[src/rtl/axi_lite_write_arbiter.sv]
// Round-robin arbiter that funnels single-beat writes from NUM_REQ local
// requesters onto one AXI4-Lite write channel, one transaction at a time.
module axi_lite_write_arbiter #(
  parameter int NUM_REQ     = 2,
  parameter int ADDR_WIDTH  = 32,
  parameter int GRANT_WIDTH = 3
) (
  input  logic                          s_axi_aclk,
  input  logic                          s_axi_areset,
  input  logic [NUM_REQ-1:0]            req_valid,
  input  logic [NUM_REQ*ADDR_WIDTH-1:0] req_addr,
  input  logic [NUM_REQ*32-1:0]         req_data,
  input  logic [NUM_REQ*4-1:0]          req_strb,
  output logic [NUM_REQ-1:0]            req_ready,
  output logic [NUM_REQ-1:0]            rsp_valid,
  output logic [1:0]                    rsp_resp,
  output logic                          busy,
  output logic [GRANT_WIDTH-1:0]        grant_id,
  output logic [7:0]                    err_count,
  output logic [ADDR_WIDTH-1:0]         m_axi_lite_awaddr,
  output logic [2:0]                    m_axi_lite_awprot,
  output logic                          m_axi_lite_awvalid,
  input  logic                          m_axi_lite_awready,
  output logic [31:0]                   m_axi_lite_wdata,
  output logic [3:0]                    m_axi_lite_wstrb,
  output logic                          m_axi_lite_wvalid,
  input  logic                          m_axi_lite_wready,
  input  logic [1:0]                    m_axi_lite_bresp,
  input  logic                          m_axi_lite_bvalid,
  output logic                          m_axi_lite_bready
);

  localparam int SLOTS = 1 << GRANT_WIDTH;

  typedef enum logic [1:0] {
    ST_IDLE = 2'd0,
    ST_XFER = 2'd1,
    ST_RESP = 2'd2
  } state_e;

  state_e                   state_q, state_d;
  logic [GRANT_WIDTH-1:0]   last_grant_q, last_grant_d;
  logic [GRANT_WIDTH-1:0]   grant_id_q, grant_id_d;
  logic [ADDR_WIDTH-1:0]    awaddr_q, awaddr_d;
  logic [31:0]              wdata_q, wdata_d;
  logic [3:0]               wstrb_q, wstrb_d;
  logic                     awvalid_q, awvalid_d;
  logic                     wvalid_q, wvalid_d;
  logic                     bready_q, bready_d;
  logic [NUM_REQ-1:0]       rsp_valid_q, rsp_valid_d;
  logic [1:0]               rsp_resp_q, rsp_resp_d;
  logic [7:0]               err_count_q, err_count_d;

  logic [SLOTS-1:0]         req_ext_s;
  logic [GRANT_WIDTH-1:0]   sel_s;
  logic [GRANT_WIDTH-1:0]   cand_s;
  logic                     sel_found_s;
  int                       cand_i;
  logic                     accept_s;
  logic [ADDR_WIDTH-1:0]    addr_sel_s;
  logic [31:0]              data_sel_s;
  logic [3:0]               strb_sel_s;
  logic [NUM_REQ-1:0]       req_ready_s;
  logic [NUM_REQ-1:0]       grant_hot_s;
  logic                     aw_done_s;
  logic                     w_done_s;

  assign req_ext_s = SLOTS'(req_valid);

  // Round-robin pick: first valid requester above the last one served.
  always_comb begin
    sel_s       = '0;
    sel_found_s = 1'b0;
    cand_i      = 0;
    cand_s      = '0;
    for (int k = 1; k <= NUM_REQ; k++) begin
      cand_i = (int'(last_grant_q) + k >= NUM_REQ) ? (int'(last_grant_q) + k - NUM_REQ)
                                                   : (int'(last_grant_q) + k);
      cand_s = cand_i[GRANT_WIDTH-1:0];
      if (!sel_found_s && req_ext_s[cand_s]) begin
        sel_found_s = 1'b1;
        sel_s       = cand_s;
      end else begin
        sel_found_s = sel_found_s;
      end
    end
  end

  assign accept_s = (state_q == ST_IDLE) && sel_found_s && !s_axi_areset;

  // Payload mux and one-hot decodes for the selected and granted requester.
  always_comb begin
    addr_sel_s  = '0;
    data_sel_s  = 32'h0000_0000;
    strb_sel_s  = 4'h0;
    req_ready_s = '0;
    grant_hot_s = '0;
    for (int i = 0; i < NUM_REQ; i++) begin
      if (sel_s == GRANT_WIDTH'(i)) begin
        addr_sel_s     = req_addr[i*ADDR_WIDTH +: ADDR_WIDTH];
        data_sel_s     = req_data[i*32 +: 32];
        strb_sel_s     = req_strb[i*4 +: 4];
        req_ready_s[i] = accept_s;
      end else begin
        req_ready_s[i] = 1'b0;
      end
      if (grant_id_q == GRANT_WIDTH'(i)) begin
        grant_hot_s[i] = 1'b1;
      end else begin
        grant_hot_s[i] = 1'b0;
      end
    end
  end

  // A channel counts as done once its valid has dropped or is handshaking now.
  assign aw_done_s = !awvalid_q || m_axi_lite_awready;
  assign w_done_s  = !wvalid_q || m_axi_lite_wready;

  // Next-state and register-update logic for the transfer FSM.
  always_comb begin
    state_d      = state_q;
    last_grant_d = last_grant_q;
    grant_id_d   = grant_id_q;
    awaddr_d     = awaddr_q;
    wdata_d      = wdata_q;
    wstrb_d      = wstrb_q;
    awvalid_d    = awvalid_q;
    wvalid_d     = wvalid_q;
    bready_d     = bready_q;
    rsp_valid_d  = '0;
    rsp_resp_d   = rsp_resp_q;
    err_count_d  = err_count_q;
    case (state_q)
      ST_IDLE: begin
        if (accept_s) begin
          state_d      = ST_XFER;
          awaddr_d     = addr_sel_s;
          wdata_d      = data_sel_s;
          wstrb_d      = strb_sel_s;
          grant_id_d   = sel_s;
          last_grant_d = sel_s;
          awvalid_d    = 1'b1;
          wvalid_d     = 1'b1;
        end else begin
          state_d = ST_IDLE;
        end
      end
      ST_XFER: begin
        if (awvalid_q && m_axi_lite_awready) begin
          awvalid_d = 1'b0;
        end else begin
          awvalid_d = awvalid_q;
        end
        if (wvalid_q && m_axi_lite_wready) begin
          wvalid_d = 1'b0;
        end else begin
          wvalid_d = wvalid_q;
        end
        if (aw_done_s && w_done_s) begin
          state_d  = ST_RESP;
          bready_d = 1'b1;
        end else begin
          state_d = ST_XFER;
        end
      end
      ST_RESP: begin
        if (bready_q && m_axi_lite_bvalid) begin
          state_d     = ST_IDLE;
          bready_d    = 1'b0;
          rsp_valid_d = grant_hot_s;
          rsp_resp_d  = m_axi_lite_bresp;
          if ((m_axi_lite_bresp != 2'b00) && (err_count_q != 8'd255)) begin
            err_count_d = err_count_q + 8'd1;
          end else begin
            err_count_d = err_count_q;
          end
        end else begin
          state_d = ST_RESP;
        end
      end
      default: begin
        state_d   = ST_IDLE;
        awvalid_d = 1'b0;
        wvalid_d  = 1'b0;
        bready_d  = 1'b0;
      end
    endcase
  end

  // State and output registers; reset abandons any write in flight.
  always_ff @(posedge s_axi_aclk or posedge s_axi_areset) begin
    if (s_axi_areset) begin
      state_q      <= ST_IDLE;
      last_grant_q <= GRANT_WIDTH'(NUM_REQ - 1);
      grant_id_q   <= '0;
      awaddr_q     <= '0;
      wdata_q      <= 32'h0000_0000;
      wstrb_q      <= 4'h0;
      awvalid_q    <= 1'b0;
      wvalid_q     <= 1'b0;
      bready_q     <= 1'b0;
      rsp_valid_q  <= '0;
      rsp_resp_q   <= 2'b00;
      err_count_q  <= 8'd0;
    end else begin
      state_q      <= state_d;
      last_grant_q <= last_grant_d;
      grant_id_q   <= grant_id_d;
      awaddr_q     <= awaddr_d;
      wdata_q      <= wdata_d;
      wstrb_q      <= wstrb_d;
      awvalid_q    <= awvalid_d;
      wvalid_q     <= wvalid_d;
      bready_q     <= bready_d;
      rsp_valid_q  <= rsp_valid_d;
      rsp_resp_q   <= rsp_resp_d;
      err_count_q  <= err_count_d;
    end
  end

  assign req_ready          = req_ready_s;
  assign rsp_valid          = rsp_valid_q;
  assign rsp_resp           = rsp_resp_q;
  assign busy               = (state_q != ST_IDLE);
  assign grant_id           = grant_id_q;
  assign err_count          = err_count_q;
  assign m_axi_lite_awaddr  = awaddr_q;
  assign m_axi_lite_awprot  = 3'b000;
  assign m_axi_lite_awvalid = awvalid_q;
  assign m_axi_lite_wdata   = wdata_q;
  assign m_axi_lite_wstrb   = wstrb_q;
  assign m_axi_lite_wvalid  = wvalid_q;
  assign m_axi_lite_bready  = bready_q;

endmodule
[config.mk]
export PLATFORM = sky130hd
export DESIGN_NAME = axi_lite_write_arbiter
export DESIGN_NICKNAME = d
export VERILOG_FILES = /design/src/rtl/axi_lite_write_arbiter.sv
export SDC_FILE = /design/constraint.sdc
export NUM_CORES = 1
export LEC_CHECK = 0
export ABC_CLOCK_PERIOD_IN_PS = 2600
export BUFFER_PORTS_ARGS = -buffer_cell sky130_fd_sc_hd__buf_2
export CAP_MARGIN = 10
export CORE_MARGIN = 2
export CORE_UTILIZATION = 40
export DETAILED_ROUTE_END_ITERATION = 12
export PLACE_DENSITY_LB_ADDON = 0.25
export SLEW_MARGIN = 20
export SYNTH_ARGS = -nofsm -noshare
export SYNTH_HDL_FRONTEND = slang
export SYNTH_SLANG_ARGS = --single-unit
[constraint.sdc]
create_clock -name s_axi_aclk -period 2.6 [get_ports s_axi_aclk]
set_clock_uncertainty 0.1 [all_clocks]
set_input_delay 0.26 -clock s_axi_aclk [delete_from_list [all_inputs] [get_ports s_axi_aclk]]
set_output_delay 0.26 -clock s_axi_aclk [all_outputs]
set_load 0.05 [all_outputs]
Word-level counts from Yosys, hierarchy flattened
Cells that the tools add are included.
- register bits: 91
- equal/unequal tests: 10
- bitwise logic cells: 2
- order comparisons: 4
- $add $sub $neg: 5
- muxes and demuxes: 34
- reduce and logical (&&, ||, !) cells: 25
- operator list (kind ; number):
    32-bit 2-to-1 mux ; 4
    1-bit 2-to-1 mux ; 14
    3-bit 2-to-1 mux ; 4
    3-bit AND reduction ; 4
    2-bit inequality test (second input constant) ; 5
    1-bit one-hot mux with 3 select lines ; 3
    8-bit by 1-bit adder with 8-bit output (second input constant) ; 1
    4-bit by 2-bit greater-or-equal comparator with 1-bit output (second input constant) ; 2
    1-bit logical AND ; 8
    3-bit by 4-bit < comparator with 1-bit output (second input constant) ; 2
    2-bit 2-to-1 mux ; 4
    4-bit 2-to-1 mux ; 2
    8-bit inequality test (second input constant) ; 1
    1-bit binary-select mux with 3-bit select ; 2
    3-bit by 1-bit equality test with 1-bit output (second input constant) ; 2
    3-bit zero test ; 2
    2-bit one-hot mux with 3 select lines ; 1
    3-bit by 2-bit subtractor with 3-bit output (second input constant) ; 2
    3-bit by 1-bit adder with 4-bit output (second input constant) ; 1
    3-bit by 2-bit adder with 4-bit output (second input constant) ; 1
    1-bit zero test ; 4
    2-bit AND reduction ; 2
    2-bit nonzero test ; 2
    2-bit by 1-bit equality test with 1-bit output (second input constant) ; 1
    4 further kinds ; 6

Logic depth before layout (Yosys ltp)
- word-level depth: 13
- mapped depth: 10

Worst setup path after synthesis
No wires, ideal clock.
- path type: register to register
- start point: register last_grant_q[1]
- end point: register awaddr_q[20] (netlist: m_axi_lite_awaddr[20])
- required time: 2432 ps
- library setup time: 68 ps
- arrival: 2838 ps
- clock period less this slack: 3006 ps
- buffers on the path: 1
- cell stages (with the launch flop): 9
- path slack: -406 ps
- path through: dfrtp_1 > inv_1 > ha_1 > nand2b_1 > a32o_1 > and2_1 > o21ai_2 > clkbuf_1 > a221o_1
- cells in the longest elaborated chain, start to end: 12
- elaborated cells between the ends (all ways): 25
- classes of those cells: 4 x add/sub; 2 x order compare; 1 x eq/ne; 12 x mux; 6 x reduce/logical
- ends and longest elaborated chain (what ; line ; text):
    start: declaration ; 42 ; logic [GRANT_WIDTH-1:0] last_grant_q, last_grant_d;
    start signal: assignment ; 194 ; last_grant_q <= GRANT_WIDTH'(NUM_REQ - 1);
    start signal: assignment ; 207 ; last_grant_q <= last_grant_d;
    3-bit by 1-bit adder with 4-bit output ; 77, 78 ;
    4-bit by 2-bit greater-or-equal comparator with 1-bit output / 3-bit by 2-bit subtractor with 3-bit output (equally long branches) ; 77 ; cand_i = (int'(last_grant_q) + k >= NUM_REQ) ? (int'(last_grant_q) + k - NUM_REQ)
    3-bit 2-to-1 mux ; 77 ;
    1-bit binary-select mux with 3-bit select ; 80 ; if (!sel_found_s && req_ext_s[cand_s]) begin
    1-bit 2-to-1 mux (implied by the code) ; 80 ;
    1-bit 2-to-1 mux ; 80 ;
    1-bit zero test ; 80 ;
    1-bit logical AND ; 80 ;
    3-bit 2-to-1 mux / 1-bit 2-to-1 mux (equally long branches) ; 80 ;
    3-bit zero test / 1-bit logical AND (equally long branches) ; 99, 89 ;
    32-bit 2-to-1 mux / 1-bit logical AND (equally long branches) ; 99, 89 ;
    32-bit 2-to-1 mux / 2-bit AND reduction (equally long branches) ; - ;
    end signal: assignment ; 209 ; awaddr_q <= awaddr_d;
    end: declaration ; 44 ; logic [ADDR_WIDTH-1:0] awaddr_q, awaddr_d;
Parallel ways exist; a longest one is shown, timed or not. The select of a mux whose other input is x is not followed.
A chain may end at the register's enable or synchronous reset.

Worst setup path in the final report
- start point: register last_grant_q[1]
- end point: output port req_ready[1]
- cells in the longest elaborated chain, start to end: 12
- elaborated cells between the ends (all ways): 22
- classes of those cells: 4 x add/sub; 2 x order compare; 1 x eq/ne; 11 x mux; 4 x reduce/logical
- ends and longest elaborated chain (what ; line ; text):
    parallel branches: the longest is 11 deep, another holds 3-bit by 1-bit adder with 4-bit output ; - ;
    1-bit 2-to-1 mux * ; 99 ; if (sel_s == GRANT_WIDTH'(i)) begin
    end: declaration ; 14 ; output logic [NUM_REQ-1:0] req_ready,
Mark *: on every way between the ends. The select of a mux whose other input is x is not followed.

==> run metrics <==
total power about 2.6 mW; syn_area_per_cell 12.3 sq um; largest net degree at the start of global routing 70; post-synthesis sequential area ratio between 50% and 60%; Clock Sinks between 80 and 90; Critical Path Slowest Stage Cell dfrtp_2; DRT iter0 DRCs 265; critical-path cell list clkinv_4 > ha_4 > a21bo_2 > a32o_2 > and2_4 > mux2_4 > inv_4 > buf_8; Final Hold Fails 0; CTS tree yes; worst vdd ir 0.262 mV; setup_tns 0 ns; final setup margin 0.0308 ns; final instance area about 5900 sq um; Setup Crit Path Kind reg -> out; fraction of registers with async set/reset between 90% and 100%; Crit. Startpoint last_grant_q[1]; Yosys cell types 43; total wire length about 12 mm; global-route wire length before repair around 19 mm; routed len/inst 17.3 microns; Leakage Power 3.25 nW; hold path start req_data[44]; vias in the first global route roughly 4000; max incr delay on CP 0.48 ns; Final ANT Viol Nets 0; Nets 730; Layout fillers roughly 900; Syn Std Cell Area 4190 sq um; initial antenna violation count 1; GR Util All Layers between 20 and 25%; Critical Path AT ~2.2 ns; Max-cap violations 0; insertion delay to the later sink of the worst-skew pair roughly 0.36 ns; initial core utilization 41.0%; Die Y roughly 110 microns; number of I/O port buffers around 230; Core Area roughly 10000 sq um; Pins Over Slew Limit 0; Clock Pin Slew Worst Setup and Hold Paths approximately 0.090 ns; DP Area roughly 5500 sq um; DRC Markers 0; Via Count around 4000; number of synthesized flops with an enable pin 0; Worst setup SP type flop; Rows 37; drt pass-1 iters 4; layout cell share with drive strength beyond 1 between 50% and 60%; Ys Warns 0; Fmax 0.389 GHz; Post-Place Cells just under 700; total die area roughly 11000 sq um; setup violators final 0; DIE WIDTH approximately 110 microns; GPL Wtd Cong roughly 0.83; Period minus WS final ~2.6 ns; R2R Path Start last_grant_q[1]; share of the clock period used by the worst path between 90% and 100%; Yosys reg bits roughly 90; post-place setup slack roughly 0.065 ns; Data required, critical path approximately 2.2 ns; Min-Delay Path Class in -> reg; RSZ-0062 raised after global routing true; Num CTS Buffers 9; Final HPWL DP ~8.7 mm; IO Pins approximately 240; grt ovf 0; worst-margin pin slew around 0.75 ns; Top FF cell, synth dfrtp_1; CTS Root Cell clkbuf_8; crit path max fanout 6; drt via density around 5.4; clk buf depth 2; Finished Core Util around 58%; PwrDens ~440 nW/um^2; Post-Layout Cell Count a little over 700; Hold WS approximately 0.018 ns; total number of H-tree levels 3; Critical Path End Type output pin; Slew headroom approximately 50%; Synth Instances 340; Area Overhead vs Synth 41.2%; status completed
-- metal layers --
metal  part of all wire (%)  vias up  track usage (%)  wire length, microns
met2                     51      180             35.7                  6330
met1                     40     1891             26.6                  5060
met3                    6.0       29             4.66                   753
li1                       -     1798                -                     -
met5                      0        -                0                     0
met4                    2.8        0             9.59                   346
-- layout by cell type (no fill, tap or decap), drive strengths merged, types with 5 or more instances in the layout --
master,count
a221o,68
buf,256
clkbuf,15
dfrtp,88
ha,7
nand2,8
nor2,10
o21a,68
o21ai,6
xnor2,5
-- area by class of cell --
cell class | instances | area (sq um) | share of cell area, %
Multi-Input combinational cell | 215 | 1850 | 31.3
Clock inverter | 1 | 30.0 | 0.507
Sequential cell | 89 | 2230 | 37.7
Timing Repair Buffer | 257 | 1400 | 23.7
Clock buffer | 15 | 196 | 3.32
Antenna cell | 1 | 2.50 | 0.0423
Tap cell | 136 | 170 | 2.87
Inverter | 6 | 33.8 | 0.571
-- final timing paths --
path | endpoint | slack (ns) | depth (start not counted)
worst max-delay path | req_ready[1] | 0.03 | 8
worst min-delay path | m_axi_lite_wdata[12] | 0.02 | 2
worst max register to register | m_axi_lite_wdata[27] | 0.09 | 10
worst min register to register | rsp_valid[0] | 0.38 | 1
max in group asynchronous | last_grant_q[0] | 1.56 | 4
min in group asynchronous | m_axi_lite_bready | 0.47 | 4
-- worst max-delay path: cells and delay by family (launching register included) --
family,cells,cell delay (ns)
flops,1,0.48
compound gates,2,0.45
buf+inv,3,0.33
mux,1,0.31
simple gates,1,0.15
fa+ha+maj,1,0.13
-- synthesized netlist by cell type, types with 2 or more instances --
cell type | n | area [sq um]
mux2_2 | 3 | 33.8
dfrtp_1 | 88 | 2200
a21o_1 | 2 | 15.0
ha_1 | 7 | 87.6
xor2_1 | 4 | 35.0
nor4_1 | 2 | 12.5
o21ai_0 | 5 | 25.0
inv_1 | 5 | 18.8
nand3_1 | 3 | 15.0
nor2_1 | 8 | 30.0
nand2b_1 | 3 | 18.8
nand2_1 | 8 | 30.0
a221o_1 | 68 | 681
nand4_1 | 4 | 25.0
buf_4 | 8 | 60.1
mux2i_1 | 2 | 20.0
nand4b_1 | 2 | 17.5
and3_1 | 2 | 12.5
buf_2 | 6 | 30.0
xnor2_1 | 5 | 43.8
o21a_1 | 68 | 510
clkbuf_1 | 16 | 60.1
-- repair_timing --
item	4_1_cts	5_1_grt
gates resized for setup	10	14
setup endpoints to repair	2	57
endpoints found under the hold margin	88	0
hold buffers	1	0
buffers inserted	6	4
pin swaps	3	6
-- sequential cells by signal, indices dropped and copies added (netlist names) --
register            count
m_axi_lite_wstrb        4
rsp_resp                2
state_q                 2
m_axi_lite_awaddr      32
err_count               8
m_axi_lite_wvalid       1
m_axi_lite_wdata       32
m_axi_lite_awvalid      1
grant_id                1
m_axi_lite_bready       1
last_grant_q            3
rsp_valid               2
-- logic make-up (layout without fill, tap and decap cells) --
logic type | Yosys count | in the layout | share of synthesized area [%]
buf+inv | 38 | 279 | 4.81
xor+xnor | 9 | 9 | 1.88
fa+ha+maj | 7 | 7 | 2.09
simple gates | 40 | 40 | 5.22
mux | 6 | 6 | 1.64
other cells | 1 | 4 | 0.0895
flops | 89 | 89 | 53.2
compound gates | 150 | 150 | 31.1
-- report_power, final --
group	internal (mW)	total [mW]	switching, mW
sequential	1.38	1.38	0
clock	0.577	1.05	0.472
combinational	0.0864	0.182	0.0958
Power figures use the tool's default switching activity.
